**src/rtl/password_handler.sv**
```systemverilog
// -----------------------------------------------------------------------------
// password_handler
//
// Second authentication stage, sitting behind the ID stage. When an ID is
// matched, the player's stored 4-digit hex password is fetched from an
// external synchronous ROM. Four digits are then collected from the switches
// and the enter button, and the login is granted or refused. Repeated wrong
// entries cause a timed lockout. Guest IDs skip the password entirely.
//
// Parameters
//   MAX_ATTEMPTS  wrong entries allowed before lockout (1..3)
//   ROM_LATENCY   cycles from a RomAddress change until RomData is valid (1..7)
//   LOCK_CYCLES   lockout duration in clocks (1..2^26-1)
//
// Ports
//   clk             system clock, rising edge
//   rst             asynchronous reset, active low
//   MatchedID       high while the ID stage holds a matched ID
//   PlayerAddress   ROM index of the matched player (valid with MatchedID)
//   isGuest         matched ID is the guest ID (valid with MatchedID)
//   PasswordSwitch  current digit value
//   PasswordButton  digit-enter strobe, one-cycle pulse
//   LogoutCommand   logout request, one-cycle pulse
//   RomAddress      password ROM address
//   RomData         stored password, first digit in [15:12]
//   Authenticated   login granted
//   LoginFail       one-cycle pulse per wrong entry
//   LockedOut       lockout active
//   AttemptsLeft    remaining attempts
//   DigitCount      digits entered in the current attempt (0..4)
// -----------------------------------------------------------------------------
module password_handler #(
    parameter int MAX_ATTEMPTS = 3,
    parameter int ROM_LATENCY  = 3,
    parameter int LOCK_CYCLES  = 50_000_000
) (
    input  logic        clk,
    input  logic        rst,
    input  logic        MatchedID,
    input  logic [4:0]  PlayerAddress,
    input  logic        isGuest,
    input  logic [3:0]  PasswordSwitch,
    input  logic        PasswordButton,
    input  logic        LogoutCommand,
    output logic [4:0]  RomAddress,
    input  logic [15:0] RomData,
    output logic        Authenticated,
    output logic        LoginFail,
    output logic        LockedOut,
    output logic [1:0]  AttemptsLeft,
    output logic [2:0]  DigitCount
);

    localparam logic [1:0]  ATT_MAX   = 2'(MAX_ATTEMPTS);
    localparam logic [2:0]  WAIT_LAST = 3'(ROM_LATENCY - 1);
    localparam logic [25:0] LOCK_LAST = 26'(LOCK_CYCLES - 1);

    typedef enum logic [2:0] {
        S_IDLE,
        S_WAIT,
        S_CAPTURE,
        S_ENTRY,
        S_COMPARE,
        S_AUTH,
        S_LOCKED
    } state_t;

    state_t       state_q;
    logic [4:0]   rom_addr_q;
    logic         auth_q;
    logic         fail_q;
    logic         locked_q;
    logic [1:0]   attempts_q;
    logic [2:0]   digits_q;
    logic [15:0]  stored_q;
    logic [15:0]  entered_q;
    logic [2:0]   wait_cnt_q;
    logic [25:0]  lock_cnt_q;

    logic         abortable;
    logic         abort_req;
    logic [1:0]   attempts_dec;

    // Every state between the fetch and a granted login can be abandoned by
    // a logout or by the ID stage dropping its match. LOCKED and IDLE cannot.
    assign abortable = (state_q == S_WAIT)    || (state_q == S_CAPTURE) ||
                       (state_q == S_ENTRY)   || (state_q == S_COMPARE) ||
                       (state_q == S_AUTH);
    assign abort_req    = LogoutCommand || !MatchedID;
    assign attempts_dec = attempts_q - 2'd1;

    always_ff @(posedge clk or negedge rst) begin
        if (!rst) begin
            state_q    <= S_IDLE;
            rom_addr_q <= 5'd0;
            auth_q     <= 1'b0;
            fail_q     <= 1'b0;
            locked_q   <= 1'b0;
            attempts_q <= ATT_MAX;
            digits_q   <= 3'd0;
            stored_q   <= 16'd0;
            entered_q  <= 16'd0;
            wait_cnt_q <= 3'd0;
            lock_cnt_q <= 26'd0;
        end else begin
            // LoginFail is a single-cycle pulse; only COMPARE raises it.
            fail_q <= 1'b0;

            // Abort outranks everything, including a same-cycle digit strobe.
            if (abortable && abort_req) begin
                state_q    <= S_IDLE;
                auth_q     <= 1'b0;
                digits_q   <= 3'd0;
                entered_q  <= 16'd0;
                attempts_q <= ATT_MAX;
                rom_addr_q <= 5'd0;
            end else begin
                case (state_q)
                    S_IDLE: begin
                        if (MatchedID) begin
                            if (isGuest) begin
                                state_q <= S_AUTH;
                            end else begin
                                rom_addr_q <= PlayerAddress;
                                wait_cnt_q <= 3'd0;
                                state_q    <= S_WAIT;
                            end
                        end
                    end

                    // Hold off until the ROM output reflects the new address.
                    S_WAIT: begin
                        if (wait_cnt_q == WAIT_LAST) begin
                            state_q <= S_CAPTURE;
                        end else begin
                            wait_cnt_q <= wait_cnt_q + 3'd1;
                        end
                    end

                    S_CAPTURE: begin
                        stored_q  <= RomData;
                        entered_q <= 16'd0;
                        digits_q  <= 3'd0;
                        state_q   <= S_ENTRY;
                    end

                    // Digits shift in from the right so the first one entered
                    // ends up in [15:12], matching the ROM layout.
                    S_ENTRY: begin
                        if (PasswordButton) begin
                            entered_q <= {entered_q[11:0], PasswordSwitch};
                            digits_q  <= digits_q + 3'd1;
                            if (digits_q == 3'd3) begin
                                state_q <= S_COMPARE;
                            end
                        end
                    end

                    S_COMPARE: begin
                        if (entered_q == stored_q) begin
                            auth_q     <= 1'b1;
                            attempts_q <= ATT_MAX;
                            state_q    <= S_AUTH;
                        end else begin
                            fail_q     <= 1'b1;
                            attempts_q <= attempts_dec;
                            digits_q   <= 3'd0;
                            entered_q  <= 16'd0;
                            if (attempts_dec == 2'd0) begin
                                locked_q   <= 1'b1;
                                lock_cnt_q <= 26'd0;
                                state_q    <= S_LOCKED;
                            end else begin
                                state_q <= S_ENTRY;
                            end
                        end
                    end

                    S_AUTH: begin
                        auth_q     <= 1'b1;
                        attempts_q <= ATT_MAX;
                    end

                    // Only the timer (or reset) releases the lockout; inputs
                    // are deliberately not looked at here.
                    S_LOCKED: begin
                        if (lock_cnt_q == LOCK_LAST) begin
                            locked_q   <= 1'b0;
                            attempts_q <= ATT_MAX;
                            state_q    <= S_IDLE;
                        end else begin
                            lock_cnt_q <= lock_cnt_q + 26'd1;
                        end
                    end

                    default: begin
                        state_q <= S_IDLE;
                    end
                endcase
            end
        end
    end

    assign RomAddress    = rom_addr_q;
    assign Authenticated = auth_q;
    assign LoginFail     = fail_q;
    assign LockedOut     = locked_q;
    assign AttemptsLeft  = attempts_q;
    assign DigitCount    = digits_q;

endmodule
```
**config.mk**
```make
export PLATFORM = sky130hd
export DESIGN_NAME = password_handler
export DESIGN_NICKNAME = d
export VERILOG_FILES = /design/src/rtl/password_handler.sv
export SDC_FILE = /design/constraint.sdc
export NUM_CORES = 1
export LEC_CHECK = 0
export ABC_CLOCK_PERIOD_IN_PS = 2700
export BUFFER_PORTS_ARGS = -buffer_cell sky130_fd_sc_hd__buf_2
export CAP_MARGIN = 20
export CORE_ASPECT_RATIO = 1.2
export CORE_UTILIZATION = 58
export DETAILED_ROUTE_END_ITERATION = 7
export GPL_TIMING_DRIVEN = 0
export PLACE_DENSITY_LB_ADDON = 0.2
export SLEW_MARGIN = 20
export SYNTH_ARGS = -nofsm -noshare
export SYNTH_HDL_FRONTEND = slang
export SYNTH_SLANG_ARGS = --single-unit
```
**constraint.sdc**
```tcl
create_clock -name clk -period 2.7 [get_ports clk]
set_clock_uncertainty 0.2 [all_clocks]
set_input_delay 0.405 -clock clk [delete_from_list [all_inputs] [get_ports clk]]
set_output_delay 0.405 -clock clk [all_outputs]
set_load 0.02 [all_outputs]
```
==> impl_metrics.csv, run 1 <==
group,metric,value,unit
run_status,run_status,"completed",
drt,post_drt_via_cell_ratio,6.07,
synth,syn_area,0.00390,mm²
place,port_buffers,43,
power_and_ir_drop,ir_drop,0.678,mV
floorplanning,rows,32,
sta,worst_pin_slew,0.869,ns
power_and_ir_drop,p_leak,2.05,nW
drt,drt-wirelength-per-cell,16.4,µm
worst_setup_path,critical_path_class,"register to register",
hold_path,hold_path_depth,2,
worst_setup_path,crit_buf_inv,0,
drt,drcViolationCount,0,
worst_setup_path,crit_family,"simple AND/OR/NAND/NOR gates",
worst_setup_path,required,2.73,ns
global_routing,antenna_found_initial,0,
drt,totalWireLength,8.41,mm
synth,synth_cell_types,55,
sta,fin_crit_sh,0.938,
clock_network,cts_tree,"done",
worst_setup_path,rr_endpoint,"state_q[1]$_DFFE_PN0P_",
worst_setup_path,slowest_delay,0.50,ns
place,hpwlAfterDp,5.85,mm
final_layout,fill_cells,492,
worst_setup_path,r2r_cells,6,
worst_setup_path,reg2reg_from,"lock_cnt_q[0]$_DFFE_PN0P_",
global_routing,gr-total-overflow,0,
global_routing,grt_max_degree,57,
synth,ys_warn_count,0,
sta,setup_viol,0,
floorplanning,die-area,0.00706,mm²
global_routing,grt_pass1_wl,14.7,mm
sta,max_freq,395,MHz
synth,syn_nets,404,
final_layout,drive_above_1_share,0.241,
drt,dr.first_iter.drc_count,180,
drt,dr_total_vias,3110,
place,post-place-ws,0.0318,ns
hold_path,min_from,"PasswordSwitch[0]",
sta,worst_slack,0.168,ns
sta,period_needed,2.53,ns
final_layout,area_growth,14.5,%
hold_path,hold_path.class,"input port to register",
worst_setup_path,cp_slowest_cell,"nor3_4",
synth,ys_ff_latch,77,
worst_setup_path,path_cells,"ha_1, and3_1, nand4_2, nor3_4, nor2_1, or3_1",
synth,syn_inst,367,
floorplanning,core_area,0.00645,mm²
synth,ys_seq_area_frac,0.494,
sta,relSlewSlack,0.419,
global_routing,grt_usage,0.266,
worst_setup_path,cp.arrival,2.57,ns
floorplanning,die_y,91.9,µm
clock_network,cts_num_sinks,77,
worst_setup_path,endpoint_kind,"register",
synth,syn_area_per_cell,10.6,µm²
power_and_ir_drop,p_per_area,756,mW/mm²
final_layout,diodes,0,
worst_setup_path,rrSetupSlack,0.17,ns
synth,synth_edf_count,0,
worst_setup_path,worstSetupStartpointType,"register",
clock_network,cts_made_buffers,9,
drt,ant_nets,0,
global_routing,grt_pass1_vias,3154,
clock_network,htreeDepth,3,
drt,firstDrtPassIters,4,
clock_network,clk_latency,0.36,ns
sta,holdWs,0.0575,ns
clock_network,clockRootBuffer,"clkbuf_8",
hold_path,min_to,"entered_q[0]$_DFFE_PN0P_",
floorplanning,io_pins,44,
sta,rsz0062_at_grt,"false",
place,dp.cells,496,
clock_network,cts_max_path_buffers,2,
job,cap_violations,0,
synth,synth_ff_type,"dfrtp_1",
sta,finalHoldViolCount,0,
floorplanning,start_util,0.606,
floorplanning,die_x,76.9,µm
sta,fin_tns_setup,0,ns
final_layout,final_cells,512,
synth,synthArstFlopShare,1.00,
sta,drv_slew,0,
place,gp_congestion,0.860,
clock_network,cts_setup_buffers,0,
clock_network,cts.clk_slew.worst_paths,0.09,ns
worst_setup_path,cp_max_fo,10,
final_layout,nets,459,
-- worst max path at each step --
stage	cells after the start	slack [ns]	start	to
after floorplan	6	0.50	lock_cnt_q[0]$_DFFE_PN0P_	state_q[1]$_DFFE_PN0P_
after global placement	6	0.09	lock_cnt_q[0]$_DFFE_PN0P_	state_q[1]$_DFFE_PN0P_
after detailed placement	6	0.03	lock_cnt_q[0]$_DFFE_PN0P_	state_q[1]$_DFFE_PN0P_
after CTS	6	0.03	lock_cnt_q[0]$_DFFE_PN0P_	state_q[1]$_DFFE_PN0P_
after global routing	6	0.02	lock_cnt_q[0]$_DFFE_PN0P_	state_q[1]$_DFFE_PN0P_
final	6	0.17	lock_cnt_q[0]$_DFFE_PN0P_	state_q[1]$_DFFE_PN0P_
-- worst reg2reg max path: stages, from the launching register on --
cell,delay [ns]
dfrtp_1,0.45
ha_1,0.25
and3_1,0.30
nand4_2,0.24
nor3_4,0.50
nor2_1,0.11
or3_1,0.36
-- cell usage in the layout (no fill, tap or decap), types with 3 or more instances in the layout --
cell type  instances
dfrtp_1           75
buf_2             49
nor2_1            26
a21oi_1           25
xnor2_1           22
nand2_1           18
a22o_1            18
mux2_2            17
nand4_1           12
nand3_1           12
o21ai_0           11
o31ai_1           10
or4_1             10
clkbuf_8           9
mux2i_1            8
inv_1              7
or3_1              7
nor4_1             6
ha_1               6
nor3_1             5
nor2b_1            5
and3_1             5
clkbuf_1           4
o211ai_1           4
xor2_1             3
inv_6              3
-- power by group --
part           switching [mW]  internal [mW]
logic                   0.569          0.452
registers               0.164           1.35
clock network           0.483          0.358
total                    1.22           2.16
-- layer usage --
layer	up-vias	part of all wire	track usage
met5	-	0	0
li1	1472	-	-
met2	81	0.51	0.440
met3	17	0.042	0.0507
met4	0	0.022	0.133
met1	1540	0.43	0.333
-- registers in the layout, summed over array words and instances (netlist names) --
| register | cells |
|---|---|
| RomAddress | 5 |
| stored_q | 16 |
| DigitCount | 3 |
| wait_cnt_q | 3 |
| state_q | 3 |
| lock_cnt_q | 26 |
| LoginFail | 1 |
| Authenticated | 1 |
| entered_q | 16 |
| LockedOut | 1 |
| AttemptsLeft | 2 |
-- synth_stat cells (all sizes together) (8+ instances only) --
cell type,instances,area share
nand2,19,0.019
nand3,12,0.015
xnor2,22,0.049
a21oi,25,0.032
mux2i,8,0.021
nand4,13,0.022
dfrtp,75,0.48
buf,10,0.013
or4,10,0.019
a22o,18,0.040
o21ai,12,0.016
o31ai,10,0.019
nor2,28,0.027
mux2,17,0.049
or3,8,0.014
-- kinds of logic after synthesis --
group | Yosys count | share of synthesized area
XOR/XNOR | 25 | 0.0561
buffers and inverters | 22 | 0.0253
AND/OR/NAND/NOR | 131 | 0.195
multiplexers | 25 | 0.0696
flip-flops | 77 | 0.494
adder cells (fa/ha/maj) | 7 | 0.0218
AO/OA/AOI/OAI | 80 | 0.138
-- layout make-up --
| class | count | area [µm²] | share of cell area |
|---|---|---|---|
| inverter | 7 | 26.3 | 0.00588 |
| timing repair buffer | 45 | 255 | 0.0571 |
| tap | 85 | 106 | 0.0238 |
| buffer | 14 | 70.1 | 0.0157 |
| sequential | 77 | 1930 | 0.432 |
| multi-input combinational | 268 | 1890 | 0.424 |
| clock inverter | 7 | 65.1 | 0.0146 |
| clock buffer | 9 | 124 | 0.0277 |
-- repair_timing --
| action | CTS | global route |
|---|---|---|
| resized for setup | 0 | 5 |
| endpoints found under the hold margin | 20 | 0 |
| hold buffers | 1 | 0 |
| endpoints found under the setup margin | 0 | 31 |
-- through the flow --
step	instance area [µm²]	util	power (mW)
finish	4470	0.694	3.38
global route	4470	0.694	3.58
CTS	4450	0.691	3.40
detailed placement	4260	0.660	2.56
global placement	4230	0.655	2.50
floorplan	3900	-	2.27
(Power assumes the default switching activity.)
==> run 2: changes to the inputs <==
Settings changed: BUFFER_PORTS_ARGS -buffer_cell sky130_fd_sc_hd__buf_2 to unset, CORE_MARGIN set to 2, CORE_UTILIZATION 58 to 62, DONT_BUFFER_PORTS set to 1.
==> run 2 against run 1 <==
Against the previous run: critical path depth is 2 higher; count of clock-buffer cells in the layout grew 1; largest cell class unchanged; first-iteration DRC count grew 24%; die area shrank 1.6%; via count shrank 3.3%.
==> impl_metrics.csv, run 2 (synthesis gave the netlist of run 1 again) <==
group,metric,value,unit
drt,drt-wirelength-per-cell,18.0,µm
place,post-place-ws,0.0536,ns
global_routing,antenna_found_initial,0,
clock_network,cts_made_buffers,9,
floorplanning,io_pins,44,
final_layout,drive_above_1_share,0.162,
drt,dr.first_iter.drc_count,223,
drt,totalWireLength,8.71,mm
worst_setup_path,worstSetupStartpointType,"register",
global_routing,grt_pass1_wl,14.9,mm
worst_setup_path,slowest_delay,0.46,ns
final_layout,final_cell_area,0.00448,mm²
drt,dr_total_vias,3008,
final_layout,layout_common_cells,"75 x dfrtp_1, 26 x nor2_1, 25 x a21oi_1",
worst_setup_path,endpoint_kind,"register",
place,port_buffers,0,
clock_network,cts_tree,"done",
sta,max_freq,396,MHz
hold_path,hold_path.class,"input port to register",
power_and_ir_drop,p_per_area,822,mW/mm²
drt,firstDrtPassIters,4,
final_layout,diodes,0,
power_and_ir_drop,ir_drop,0.617,mV
clock_network,cts.clk_slew.worst_paths,0.08,ns
floorplanning,start_util,0.645,
worst_setup_path,cp_max_fo,10,
final_layout,top_register,"lock_cnt_q",
clock_network,clk_latency,0.35,ns
sta,rsz0062_at_grt,"true",
global_routing,gr-total-overflow,0,
final_layout,nets,434,
drt,ant_nets,0,
final_layout,layout_commonest_cell,"dfrtp_1",
final_layout,area_growth,14.8,%
floorplanning,die_y,90.9,µm
worst_setup_path,critical_path_class,"register to register",
final_layout,top_regs,"lock_cnt_q x26, entered_q x16, stored_q x16",
global_routing,grt_usage,0.271,
global_routing,grt_pass1_vias,3121,
sta,worst_pin_slew,0.872,ns
sta,fin_crit_sh,0.936,
worst_setup_path,cp_slowest_cell,"dfrtp_1",
power_and_ir_drop,p_leak,1.97,nW
worst_setup_path,cp.arrival,2.61,ns
run_status,run_status,"completed",
clock_network,cts_max_path_buffers,2,
sta,holdWs,0.00690,ns
sta,drv_slew,0,
floorplanning,die_x,76.4,µm
sta,period_needed,2.53,ns
sta,setup_viol,0,
drt,post_drt_via_cell_ratio,6.21,
sta,worst_slack,0.172,ns
floorplanning,die-area,0.00695,mm²
clock_network,htreeDepth,3,
floorplanning,rows,31,
floorplanning,core_area,0.00605,mm²
clock_network,clockRootBuffer,"clkbuf_8",
worst_setup_path,crit_top_cell,"buf_2",
place,gp_congestion,0.847,
final_layout,final_util,0.740,
place,postPlaceCellArea,0.00401,mm²
sta,relSlewSlack,0.417,
clock_network,cts_num_sinks,77,
drt,drcViolationCount,0,
job,cap_violations,0,
worst_setup_path,crit_buf_inv,2,
sta,fin_tns_setup,0,ns
sta,finalHoldViolCount,0,
place,hpwlAfterDp,5.53,mm
global_routing,grt_max_degree,78,
worst_setup_path,path_cells,"ha_1, and3_2, nand4_2, o21ai_4, buf_2, buf_2, o21ai_0, a21oi_1",
worst_setup_path,crit_family,"compound AO/OA/AOI/OAI gates",
final_layout,largest_reg_flops,26,
worst_setup_path,required,2.78,ns
run 2: metrics by stage:
| step | cells | total power [mW] |
|---|---|---|
| final | 484 | 3.68 |
| after CTS | 481 | 3.60 |
| after detailed placement | 449 | 2.47 |
| after floorplan | 367 | 2.27 |
| after global placement | 449 | 2.43 |
| after global routing | 484 | 3.87 |
run 2: final timing paths:
| path | startpoint | to | slack, ns | cells after the start |
|---|---|---|---|---|
| max reg2reg | lock_cnt_q[0]$_DFFE_PN0P_ | lock_cnt_q[6]$_DFFE_PN0P_ | 0.17 | 8 |
| max | lock_cnt_q[0]$_DFFE_PN0P_ | lock_cnt_q[6]$_DFFE_PN0P_ | 0.17 | 8 |
| min | RomData[10] | stored_q[10]$_DFFE_PN0P_ | 0.007 | 1 |
| min in group asynchronous | rst | lock_cnt_q[2]$_DFFE_PN0P_ | 0.41 | 2 |
| min reg2reg | entered_q[15]$_DFFE_PN0P_ | entered_q[15]$_DFFE_PN0P_ | 0.33 | 1 |
| max in group asynchronous | rst | AttemptsLeft[0]$_DFFE_PN1P_ | 1.55 | 2 |
run 2: worst register-to-register path: cells and delay by family, from the launching register on:
family | cells | cell delay [ns]
simple gates | 2 | 0.48
compound gates | 3 | 0.55
fa+ha+maj | 1 | 0.26
buf+inv | 2 | 0.51
flops | 1 | 0.46
run 2: layout make-up:
| class | count | area (µm²) |
|---|---|---|
| Multi-Input combinational cell | 268 | 1900 |
| Timing Repair Buffer | 19 | 200 |
| Clock buffer | 10 | 138 |
| Clock inverter | 6 | 116 |
| Fill cell | 429 | 1570 |
| Inverter | 7 | 26.3 |
| Tap cell | 82 | 103 |
| Sequential cell | 77 | 1930 |
| Buffer | 15 | 72.6 |
run 2: metal layers:
| layer | GRT usage | up-vias | share of wire |
|---|---|---|---|
| li1 | - | 1419 | - |
| met1 | 0.334 | 1496 | 0.41 |
| met2 | 0.477 | 80 | 0.53 |
| met3 | 0.0390 | 13 | 0.040 |
| met4 | 0.114 | 0 | 0.018 |
| met5 | 0 | - | 0 |
run 2: repair_timing:
action	in CTS	in global routing
hold buffers	16	0
setup endpoints to repair	0	31
hold endpoints to repair	91	0
resized for setup	0	5
buffers inserted	0	3
run 2: power by group:
part | switching (mW) | total [mW] | internal [mW]
clock | 0.440 | 1.09 | 0.647
combinational | 0.536 | 1.02 | 0.483
sequential | 0.225 | 1.58 | 1.35
total | 1.20 | 3.68 | 2.48
